<file path="config.mk">
export PLATFORM = sky130hd
export DESIGN_NAME = axis_i2c_starget
export DESIGN_NICKNAME = d
export VERILOG_FILES = /design/src/rtl/i2c_pkg.sv /design/src/rtl/i2c_line_filter.sv /design/src/rtl/axis_i2c_starget.sv
export SDC_FILE = /design/constraint.sdc
export NUM_CORES = 1
export LEC_CHECK = 0
export ABC_CLOCK_PERIOD_IN_PS = 2900
export CAP_MARGIN = 20
export CORE_AREA = 5 5 95 61
export DETAILED_ROUTE_END_ITERATION = 7
export DIE_AREA = 0 0 100 66
export GPL_TIMING_DRIVEN = 0
export PLACE_DENSITY = 0.84
export SETUP_SLACK_MARGIN = 0.3
export SYNTH_ARGS = -nofsm -noshare
export SYNTH_HDL_FRONTEND = slang
export SYNTH_SLANG_ARGS = --single-unit
</file>
<file path="constraint.sdc">
create_clock -name clk -period 2.9 [get_ports clk]
set_input_delay 0.725 -clock clk [delete_from_list [all_inputs] [get_ports clk]]
set_output_delay 0.725 -clock clk [all_outputs]
set_load 0.01 [all_outputs]
</file>
<file path="src/rtl/i2c_pkg.sv">
// i2c_pkg -- shared definitions for the I2C target.
//   i2c_state_t    : protocol state encoding
//   I2C_ACK/NACK   : level of the acknowledge bit on SDA
//   RW_BIT/RW_READ : position and read value of the R/W bit in the address byte
//   BITS_PER_BYTE  : bit counter value once a full byte has been shifted
package i2c_pkg;

    typedef enum logic [2:0] {
        ST_IDLE,
        ST_ADDR,
        ST_ADDR_ACK,
        ST_WR_BYTE,
        ST_WR_ACK,
        ST_RD_BYTE,
        ST_RD_ACK,
        ST_IGNORE
    } i2c_state_t;

    localparam logic       I2C_ACK       = 1'b0;
    localparam logic       I2C_NACK      = 1'b1;
    localparam int         RW_BIT        = 0;
    localparam logic       RW_READ       = 1'b1;
    localparam logic [3:0] BITS_PER_BYTE = 4'd8;

endpackage

</file>
<file path="src/rtl/i2c_line_filter.sv">
// i2c_line_filter -- 2-FF synchronizer followed by a stability filter.
// The filtered output only follows the synchronized level after it has
// differed from the current output for FILTER_LEN consecutive cycles, so
// pad-to-filtered latency is 2 + FILTER_LEN cycles.
// Ports:
//   clk       in  clock
//   rst_n     in  asynchronous active-low reset (line idles high)
//   line_raw  in  raw pad level
//   line_filt out filtered level
module i2c_line_filter #(
    parameter int FILTER_LEN = 3
) (
    input  logic clk,
    input  logic rst_n,
    input  logic line_raw,
    output logic line_filt
);

    localparam logic [3:0] CNT_LAST = 4'(FILTER_LEN - 1);

    logic       sync1_reg;
    logic       sync2_reg;
    logic       filt_reg;
    logic [3:0] cnt_reg;

    always_ff @(posedge clk or negedge rst_n) begin
        if (!rst_n) begin
            sync1_reg <= 1'b1;
            sync2_reg <= 1'b1;
            filt_reg  <= 1'b1;
            cnt_reg   <= 4'd0;
        end else begin
            sync1_reg <= line_raw;
            sync2_reg <= sync1_reg;
            if (sync2_reg != filt_reg) begin
                if (cnt_reg == CNT_LAST) begin
                    filt_reg <= sync2_reg;
                    cnt_reg  <= 4'd0;
                end else begin
                    cnt_reg <= cnt_reg + 4'd1;
                end
            end else begin
                // any glitch back to the current level restarts the count
                cnt_reg <= 4'd0;
            end
        end
    end

    assign line_filt = filt_reg;

endmodule

</file>
<file path="src/rtl/axis_i2c_starget.sv">
// axis_i2c_starget -- I2C target with AXI-stream write/read data ports.
// Decodes START/STOP and a 7-bit address; master-written bytes leave on
// m_wr_*, bytes read by the master are taken from s_rd_*.
// Optional feature macro: I2C_STARGET_STRETCH_EN enables SCL clock stretching
// (full write holding register, or no read data available). Without it scl_t
// is tied to 1, a write into a full register is NACKed and dropped, and a
// read with no data returns 0xFF.
// Ports:
//   clk, rst_n              clock, asynchronous active-low reset
//   sda_i, scl_i            raw pad inputs
//   sda_t, scl_t            tristate controls (1 = release, 0 = pull low)
//   m_wr_data/first/valid   written byte, first-after-address flag, valid
//   m_wr_ready              write stream ready
//   s_rd_data/valid         read byte source
//   s_rd_ready              one-cycle fetch strobe for the read byte
//   evt_start, evt_stop     one-cycle event pulses
//   busy                    addressed, until STOP or next START
module axis_i2c_starget
    import i2c_pkg::*;
#(
    parameter logic [6:0] ADDR       = 7'h50,
    parameter int         FILTER_LEN = 3
) (
    input  logic       clk,
    input  logic       rst_n,
    input  logic       sda_i,
    input  logic       scl_i,
    output logic       sda_t,
    output logic       scl_t,
    output logic [7:0] m_wr_data,
    output logic       m_wr_first,
    output logic       m_wr_valid,
    input  logic       m_wr_ready,
    input  logic [7:0] s_rd_data,
    input  logic       s_rd_valid,
    output logic       s_rd_ready,
    output logic       evt_start,
    output logic       evt_stop,
    output logic       busy
);

    // ---------------- input conditioning ----------------
    logic [1:0] line_raw;
    logic [1:0] line_filt;
    logic       sda_f;
    logic       scl_f;

    assign line_raw = {scl_i, sda_i};

    genvar gi;
    generate
        for (gi = 0; gi < 2; gi++) begin : g_filt
            i2c_line_filter #(.FILTER_LEN(FILTER_LEN)) u_filt (
                .clk      (clk),
                .rst_n    (rst_n),
                .line_raw (line_raw[gi]),
                .line_filt(line_filt[gi])
            );
        end
    endgenerate

    assign sda_f = line_filt[0];
    assign scl_f = line_filt[1];

    // ---------------- state ----------------
    i2c_state_t state_reg, state_next;
    logic [3:0] bit_cnt_reg, bit_cnt_next;
    logic [7:0] shift_reg, shift_next;
    logic [6:0] tx_reg, tx_next;          // remaining read bits, MSB next
    logic       rw_reg, rw_next;
    logic       ack_reg, ack_next;        // master's bit in RD_ACK
    logic       sda_t_reg, sda_t_next;
    logic       busy_reg, busy_next;
    logic       first_pend_reg, first_pend_next;
    logic       byte_pend_reg, byte_pend_next;  // received byte not yet stored
    logic [7:0] wr_data_reg, wr_data_next;
    logic       wr_first_reg, wr_first_next;
    logic       wr_valid_reg, wr_valid_next;
    logic       evt_start_reg, evt_stop_reg;
    logic       scl_prev_reg, sda_prev_reg;
`ifdef I2C_STARGET_STRETCH_EN
    logic       scl_t_reg, scl_t_next;
    logic       rd_wait_reg, rd_wait_next;
`endif

    logic       scl_rise, scl_fall, start_det, stop_det;
    logic [7:0] rx_byte;
    logic       can_load, pend_now, load_byte, fetch, rd_take;
    logic [7:0] load_data;

    assign scl_rise  = scl_f & ~scl_prev_reg;
    assign scl_fall  = ~scl_f & scl_prev_reg;
    assign start_det = scl_f & scl_prev_reg & sda_prev_reg & ~sda_f;
    assign stop_det  = scl_f & scl_prev_reg & ~sda_prev_reg & sda_f;
    assign rx_byte   = {shift_reg[6:0], sda_f};
    // holding register is free now, or is being drained this very cycle
    assign can_load  = ~wr_valid_reg | m_wr_ready;
    assign pend_now  = byte_pend_reg & ~can_load;

    always_comb begin
        state_next      = state_reg;
        bit_cnt_next    = bit_cnt_reg;
        shift_next      = shift_reg;
        tx_next         = tx_reg;
        rw_next         = rw_reg;
        ack_next        = ack_reg;
        sda_t_next      = sda_t_reg;
        busy_next       = busy_reg;
        first_pend_next = first_pend_reg;
        byte_pend_next  = byte_pend_reg;
        wr_data_next    = wr_data_reg;
        wr_first_next   = wr_first_reg;
        wr_valid_next   = wr_valid_reg & ~m_wr_ready;
`ifdef I2C_STARGET_STRETCH_EN
        scl_t_next      = scl_t_reg;
        rd_wait_next    = rd_wait_reg;
`endif
        load_byte       = 1'b0;
        load_data       = shift_reg;
        fetch           = 1'b0;
        rd_take         = 1'b0;

        if (start_det || stop_det) begin
            state_next     = start_det ? ST_ADDR : ST_IDLE;
            bit_cnt_next   = 4'd0;
            sda_t_next     = 1'b1;
            busy_next      = 1'b0;
            byte_pend_next = 1'b0;
`ifdef I2C_STARGET_STRETCH_EN
            scl_t_next     = 1'b1;
            rd_wait_next   = 1'b0;
`endif
        end else begin
            case (state_reg)
                ST_ADDR: begin
                    if (scl_rise && bit_cnt_reg != BITS_PER_BYTE) begin
                        shift_next   = rx_byte;
                        bit_cnt_next = bit_cnt_reg + 4'd1;
                    end
                    if (scl_fall && bit_cnt_reg == BITS_PER_BYTE) begin
                        if (shift_reg[7:1] == ADDR) begin
                            state_next      = ST_ADDR_ACK;
                            sda_t_next      = I2C_ACK;
                            busy_next       = 1'b1;
                            rw_next         = shift_reg[RW_BIT];
                            first_pend_next = 1'b1;
                        end else begin
                            state_next = ST_IGNORE;
                        end
                    end
                end
                ST_ADDR_ACK: begin
                    if (scl_fall) begin
                        bit_cnt_next = 4'd0;
                        if (rw_reg == RW_READ) begin
                            state_next = ST_RD_BYTE;
                            fetch      = 1'b1;
                        end else begin
                            state_next = ST_WR_BYTE;
                            sda_t_next = 1'b1;
                        end
                    end
                end
                ST_WR_BYTE: begin
                    if (scl_rise && bit_cnt_reg != BITS_PER_BYTE) begin
                        shift_next   = rx_byte;
                        bit_cnt_next = bit_cnt_reg + 4'd1;
                        if (bit_cnt_reg == BITS_PER_BYTE - 4'd1) begin
                            if (can_load) begin
                                load_byte = 1'b1;
                                load_data = rx_byte;
                            end else begin
                                byte_pend_next = 1'b1;
                            end
                        end
                    end else if (byte_pend_reg && can_load) begin
                        // register drained before the ACK slot: store now
                        load_byte      = 1'b1;
                        byte_pend_next = 1'b0;
                    end
                    if (scl_fall && bit_cnt_reg == BITS_PER_BYTE) begin
                        if (!pend_now) begin
                            state_next = ST_WR_ACK;
                            sda_t_next = I2C_ACK;
                        end else begin
`ifdef I2C_STARGET_STRETCH_EN
                            state_next = ST_WR_ACK;
                            scl_t_next = 1'b0;
`else
                            state_next     = ST_IGNORE;
                            byte_pend_next = 1'b0;
                            sda_t_next     = I2C_NACK;
`endif
                        end
                    end
                end
                ST_WR_ACK: begin
`ifdef I2C_STARGET_STRETCH_EN
                    if (byte_pend_reg) begin
                        // SCL held low; ACK and release once the byte fits
                        if (can_load) begin
                            load_byte      = 1'b1;
                            byte_pend_next = 1'b0;
                            sda_t_next     = I2C_ACK;
                            scl_t_next     = 1'b1;
                        end
                    end else if (scl_fall) begin
                        state_next   = ST_WR_BYTE;
                        sda_t_next   = 1'b1;
                        bit_cnt_next = 4'd0;
                    end
`else
                    if (scl_fall) begin
                        state_next   = ST_WR_BYTE;
                        sda_t_next   = 1'b1;
                        bit_cnt_next = 4'd0;
                    end
`endif
                end
                ST_RD_BYTE: begin
`ifdef I2C_STARGET_STRETCH_EN
                    if (rd_wait_reg) begin
                        if (s_rd_valid) begin
                            rd_take      = 1'b1;
                            tx_next      = s_rd_data[6:0];
                            sda_t_next   = s_rd_data[7];
                            scl_t_next   = 1'b1;
                            rd_wait_next = 1'b0;
                        end
                    end else
`endif
                    if (scl_fall) begin
                        if (bit_cnt_reg == BITS_PER_BYTE - 4'd1) begin
                            state_next = ST_RD_ACK;
                            sda_t_next = 1'b1;
                        end else begin
                            sda_t_next   = tx_reg[6];
                            tx_next      = {tx_reg[5:0], 1'b1};
                            bit_cnt_next = bit_cnt_reg + 4'd1;
                        end
                    end
                end
                ST_RD_ACK: begin
                    if (scl_rise) begin
                        ack_next = sda_f;
                    end
                    if (scl_fall) begin
                        if (ack_reg == I2C_ACK) begin
                            state_next   = ST_RD_BYTE;
                            bit_cnt_next = 4'd0;
                            fetch        = 1'b1;
                        end else begin
                            state_next = ST_IGNORE;
                        end
                    end
                end
                default: begin
                    // IDLE and IGNORE only leave on START/STOP
                end
            endcase
        end

        // start of a read byte: latch source data and drive its MSB
        if (fetch) begin
            if (s_rd_valid) begin
                rd_take    = 1'b1;
                tx_next    = s_rd_data[6:0];
                sda_t_next = s_rd_data[7];
            end else begin
`ifdef I2C_STARGET_STRETCH_EN
                scl_t_next   = 1'b0;
                rd_wait_next = 1'b1;
                sda_t_next   = 1'b1;
`else
                tx_next    = 7'h7F;
                sda_t_next = 1'b1;
`endif
            end
        end

        if (load_byte) begin
            wr_valid_next   = 1'b1;
            wr_data_next    = load_data;
            wr_first_next   = first_pend_reg;
            first_pend_next = 1'b0;
        end
    end

    always_ff @(posedge clk or negedge rst_n) begin
        if (!rst_n) begin
            state_reg      <= ST_IDLE;
            bit_cnt_reg    <= 4'd0;
            shift_reg      <= 8'h00;
            tx_reg         <= 7'h7F;
            rw_reg         <= 1'b0;
            ack_reg        <= I2C_NACK;
            sda_t_reg      <= 1'b1;
            busy_reg       <= 1'b0;
            first_pend_reg <= 1'b0;
            byte_pend_reg  <= 1'b0;
            wr_data_reg    <= 8'h00;
            wr_first_reg   <= 1'b0;
            wr_valid_reg   <= 1'b0;
            evt_start_reg  <= 1'b0;
            evt_stop_reg   <= 1'b0;
            scl_prev_reg   <= 1'b1;
            sda_prev_reg   <= 1'b1;
`ifdef I2C_STARGET_STRETCH_EN
            scl_t_reg      <= 1'b1;
            rd_wait_reg    <= 1'b0;
`endif
        end else begin
            state_reg      <= state_next;
            bit_cnt_reg    <= bit_cnt_next;
            shift_reg      <= shift_next;
            tx_reg         <= tx_next;
            rw_reg         <= rw_next;
            ack_reg        <= ack_next;
            sda_t_reg      <= sda_t_next;
            busy_reg       <= busy_next;
            first_pend_reg <= first_pend_next;
            byte_pend_reg  <= byte_pend_next;
            wr_data_reg    <= wr_data_next;
            wr_first_reg   <= wr_first_next;
            wr_valid_reg   <= wr_valid_next;
            evt_start_reg  <= start_det;
            evt_stop_reg   <= stop_det;
            scl_prev_reg   <= scl_f;
            sda_prev_reg   <= sda_f;
`ifdef I2C_STARGET_STRETCH_EN
            scl_t_reg      <= scl_t_next;
            rd_wait_reg    <= rd_wait_next;
`endif
        end
    end

    assign sda_t      = sda_t_reg;
`ifdef I2C_STARGET_STRETCH_EN
    assign scl_t      = scl_t_reg;
`else
    assign scl_t      = 1'b1;
`endif
    assign m_wr_data  = wr_data_reg;
    assign m_wr_first = wr_first_reg;
    assign m_wr_valid = wr_valid_reg;
    assign s_rd_ready = rd_take;
    assign evt_start  = evt_start_reg;
    assign evt_stop   = evt_stop_reg;
    assign busy       = busy_reg;

endmodule

</file>
==> metrics.yaml <==
drt_iter0_markers: 231
setup_slack_ps: 438.7
pwr-share-comb_pct: 33.0
cts_tree: "built"
ys.flop_type: "dfrtp_1"
p_switching_uw: 827.0
grt_max_degree: 43
fin_nets: 323
p_total_uw: 2322
skew_ps: 8.599
syn_area_mm2: 0.002808
cts.sinks: 56
globalplace.congestion: 0.9048
rsz0062_at_grt: "no"
seq_area_mm2: 0.001423
synth-seq-cells: 56
r2r_end: "first_pend_reg"
power_frac_seq_pct: 49.1
numCtsBuffers: 5
clkLatencyLatePin_ps: 310
wl_um: 5554
coreArea_mm2: 0.004880
drv_slew: 0
syn_to_final_growth_pct: 17.47
p_leak_uw: 0.001375
fin_cells: 370
drcViolationCount: 0
rr_startpoint: "bit_cnt_reg[0]"
setup_viol: 0
wl_per_cell_um: 15.01
grt_use_total_pct: 18.55
crit_path_max_fanout: 10
max_slew.worst_pin.slew_ps: 749.7
ant_nets: 0
endpoint_kind: "output pin"
dp.cells: 358
reg2regPathDepth: 6
slowest_stage: "dfstp_2"
critPathMaxStageDelay_ps: 590
synthCells: 263
yosys-top-cells-area: "dfrtp_1 (35%), dfstp_2 (16%), mux2_2 (7.6%), nor2_1 (3.1%), o21ai_0 (2.9%)"
slew_headroom_pct: 49.61
hold_viol: 0
std_cell_rows: 20
cp_cell_sequence: "nand2b_4 -> a2111o_1 -> clkbuf_4 -> nor2_1 -> clkbuf_2"
antenna_found_initial: 0
synth.distinct_cells: 60
num_vias: 2092
drive_gt1_share_pct: 22.37
dr.pass1.iters: 6
synth_commonest_cells: "dfrtp_1 (39), nor2_1 (23), inv_1 (19), mux2_2 (19), dfstp_2 (17)"
fp.dieH_um: 66
grt_pass1_vias: 1987
final_util_pct: 67.59
fin_crit_ps: 2461
num_antenna_cells: 0
outcome: "finished clean"
synth_warnings: 0
avgViaCountPerCell: 5.654
pre_cts_ws_ps: 58.54
ir_worst_vdd_uv: 416.6
finalCritPeriodShare_pct: 84.87
clock-root-buffer: "clkbuf_8"
syn-num-nets: 283
async_flop_share_pct: 100.0
fmax_ghz: 0.4063
swShare_pct: 35.61
p_per_area_mw_per_mm2: 704.2
postCtsHoldBufs: 0
grt_pass1_wl_um: 9660
p_int_uw: 1495
die_w_um: 100
hp-class: "primary input to asynchronous set/reset pin"
synth_most_common_cell: "dfrtp_1"
arrival_ps: 1740
yosysTopAreaCell: "dfrtp_1"
synth.top_cell.area_share_pct: 34.76
avgSynthCellArea_um2: 10.68
synth_edf_count: 0
port_buffers: 28
clk_path_buf_depth: 2
critPathLaunchType: "register"
cp.required_ps: 2170
place_hpwl_um: 4076
seq_area_frac_synth_pct: 50.67
drv_cap: 0
htreeDepth: 2
multiInputGateArea_mm2: 0.001266
cp-endpoint: "s_rd_ready"
globalRouteOverflowTotal: 0
die_area_mm2: 0.006600
worstSetupPathType: "register to output pin"
timing.hold.ws_ps: 312.4
cp-startpoint: "scl_prev_reg"
p_clk_share_pct: 18.0
fill_cells: 377
clk_pin_slew_ps: 100
io_pins: 30
r2r_setup_slack_ps: 770
start_util_pct: 57.54
==> worst max-delay path: cells and delay by family (launching register included) <==
family                 cells  cell delay [ps]
AOI/OAI and AO/OA          1              320
buffers and inverters      2              340
DFF                        1              590
and+or+nand+nor            2              180
==> power groups by stage <==
stage / registers [µW] / clock network (µW) / logic (µW)
6_report: 1140 / 417 / 766
4_1_cts: 1140 / 425 / 752
5_1_grt: 1170 / 469 / 850
3_5_place_dp: 1150 / 0 / 743
2_1_floorplan: 1110 / 0 / 567
3_3_place_gp: 1140 / 0 / 726
==> cell usage in the layout, fill, tap and decap left out, types with 3 or more instances in the layout <==
master / netlist / layout
nand2_1: 12 / 12
o21ai_0: 16 / 16
a21oi_1: 15 / 15
inv_1: 19 / 19
xor2_1: 4 / 4
clkbuf_8: 0 / 5
nor3_1: 9 / 9
nand3_1: 6 / 6
dfstp_2: 17 / 17
ha_1: 6 / 6
nor2b_1: 5 / 5
nor2_1: 23 / 23
o211ai_1: 3 / 3
nand2b_1: 6 / 6
dfrtp_1: 39 / 39
a22oi_1: 8 / 8
clkdlybuf4s50_1: 0 / 26
mux2_2: 19 / 19
clkbuf_1: 2 / 3
buf_4: 2 / 6
==> routing by layer <==
metal / GRT usage (%) / wire length (µm) / vias up
met5: 0 / 0 / -
met3: 5.374 / 443 / 6
met4: 2.521 / 38 / 0
met2: 27.08 / 2337 / 82
li1: - / - / 1006
met1: 27.95 / 2734 / 998
==> area by class of cell <==
type / count / share of cell area, %
sequential: 56 / 43.13
tap: 66 / 2.504
multi-input combinational: 180 / 38.39
clock buffer: 6 / 2.200
timing repair buffer: 33 / 9.712
buffer: 7 / 1.404
inverter: 20 / 2.276
clock inverter: 2 / 0.3794
==> cell families (layout without fill, tap and decap cells) <==
logic type / after synthesis / count (layout) / synth area share [%]
multiplexers: 21 / 21 / 8.334
flip-flops: 56 / 56 / 50.67
XOR/XNOR: 6 / 6 / 1.872
other: 1 / 1 / 0.1336
AO/OA/AOI/OAI: 64 / 64 / 15.55
AND/OR/NAND/NOR: 82 / 82 / 16.53
adder cells (fa/ha/maj): 6 / 6 / 2.674
buffers and inverters: 27 / 68 / 4.233
==> how the worst min path moves through the flow <==
stage | startpoint | endpoint | slack [ps] | cells past startpoint
2_1_floorplan | g_filt[0].u_filt.sync1_reg | g_filt[0].u_filt.sync2_reg | 350 | 0
3_3_place_gp | g_filt[0].u_filt.sync1_reg | g_filt[0].u_filt.sync2_reg | 350 | 0
3_5_place_dp | g_filt[0].u_filt.sync1_reg | g_filt[0].u_filt.sync2_reg | 350 | 0
4_1_cts | rst_n | m_wr_data[6] | 320 | 1
5_1_grt | rst_n | m_wr_data[6] | 330 | 1
6_report | rst_n | m_wr_data[6] | 310 | 1
==> through the flow <==
step | TNS [ps] | instance area [µm²]
floorplan | 0 | 2808
global placement | -21140 | 3171
detailed placement | 0 | 3186
CTS | 0 | 3284
global route | 0 | 3298
finish | 0 | 3298
==> timing repair <==
item,CTS,global route
resized for setup,1,3
buffers inserted,2,2
endpoints found under the setup margin,1,1
pin swaps,1,0
(Power assumes the default switching activity.)
==> RTL change (same flow settings) <==
The option `I2C_STARGET_STRETCH_EN` is turned on by a define.
--- a/src/rtl/axis_i2c_starget.sv
+++ b/src/rtl/axis_i2c_starget.sv
@@ -15,6 +15,8 @@
 //   s_rd_ready              one-cycle fetch strobe for the read byte
 //   evt_start, evt_stop     one-cycle event pulses
 //   busy                    addressed, until STOP or next START
+`define I2C_STARGET_STRETCH_EN
+
 module axis_i2c_starget
     import i2c_pkg::*;
 #(
Check against the original RTL: same outputs for any inputs over 10 cycles, from zero or initial values and one cycle with rst_n low; that may be too few to reach the edited logic, so the function may still have changed.
==> RTL change against the unedited design <==
Worst setup slack lost 0.050 ns. Design area grew 12%. Synthesized area grew 7.3%. Register-to-register slack lost 0.13 ns. Power grew 10%. Utilization grew 8.3 points. Sequential cell count grew 2. Routed wire length grew 18%. Highest routed layer unchanged. First-iteration DRC count grew 3.9%. Critical endpoint unchanged.
==> RTL change: results (changes against the unedited design) <==
* Flop-to-flop setup slack at 0.64 ns (-0.13 ns)
* XOR/XNOR share of the synthesized area at 2.04% (+0.16 points)
* H-Tree Depth at 3 (+1)
* Drt first pass iters at 5 (-1)
* Num CTS Buffers at 9 (+4)
* Gates resized, CTS repair at 15 (+14)
* Slew HR at 54.7% (+5.1 points)
* Clk_skew at 0.00525 ns (-0.00335 ns)
* DP Area at 3400 um2 (+6.7%)
* Vias in the first global route at 2262 (+14%)
* Critical path data arrival time at 1.79 ns (+0.05 ns)
* RePlAce Congestion at 1.01 (+12%)
* Synth cell types at 57 (-5.0%)
* IO Port Bufs at 29 (+3.6%)
* Post-synthesis adder-cell area fraction at 2.49% (-0.18 points)
* Post-synthesis sequential area ratio at 48.9% (-1.7 points)
* Mapped Avg Cell Area at 10.5 um2 (-2.0%)
* Pin count of the biggest net entering global routing at 40 (-7.0%)
* Worst vdd ir at 0.495 mV (+19%)
* Outcome: finished, final reports clean
* 1st-iter DRT viols at 240 (+3.9%)
* Vias per inst at 5.86 (+3.7%)
* Share of cells above drive strength 1 at 22.2% (-0.18 points)
* Lkg Pwr at 1.61 nW (+17%)
* DP Cell Count at 384 (+7.3%)
* Post-synthesis mux area share at 8.31% (-0.024 points)
* Filler cells at 350 (-7.2%)
* Overall routing resource usage at 22.4% (+3.9 points)
* Top post-synthesis cells by area: dfrtp_1 (33%), dfstp_2 (16%), mux2_2 (4.1%)
* Crit-path max FO at 9 (-1)
* Commonest cells post-synth: dfrtp_1 (40), nor2_1 (27), nand2_1 (20)
* Worst setup startpoint: g_filt[0].u_filt.line_filt
* Routed WL per cell at 16.3 um (+8.3%)
* Clock-pin slew on the worst setup and hold paths at 0.06 ns (-0.04 ns)
* Final #Nets at 353 (+9.3%)
* Via count at 2368 (+13%)
* Global-route wire length before repair at 11200 um (+16%)
* Min Tclk post-route at 2.51 ns (+0.0501 ns)
[RTL change: critical path: stages, from the launching register on]
cell and delay, ns:
dfstp_2 0.54, buf_6 0.10, xnor2_2 0.11, or2_4 0.14, buf_6 0.13, nand3_2 0.11, a21oi_4 0.20, buf_6 0.12
[RTL change: final cells by class]
type	count	area (um2)	area share [%]
Multi-Input combinational cell	203	1460	39.3
Tap cell	66	82.6	2.23
Clock inverter	2	60.1	1.62
Sequential cell	58	1470	39.8
Inverter	14	52.6	1.42
Buffer	13	80.1	2.16
Timing Repair Buffer	34	337	9.08
Clock buffer	14	163	4.39
[RTL change: layer usage]
metal / vias to the layer above / track usage (%) / wire length (um)
met4: 0 / 8.24 / 97
met5: - / 0 / 0
met3: 10 / 9.38 / 742
met2: 119 / 30.3 / 2620
li1: 1134 / - / -
met1: 1105 / 31.8 / 3100
[RTL change: power by group]
part	switching, mW	internal, mW
clock network	0.304	0.532
logic	0.367	0.299
registers	0.103	0.949
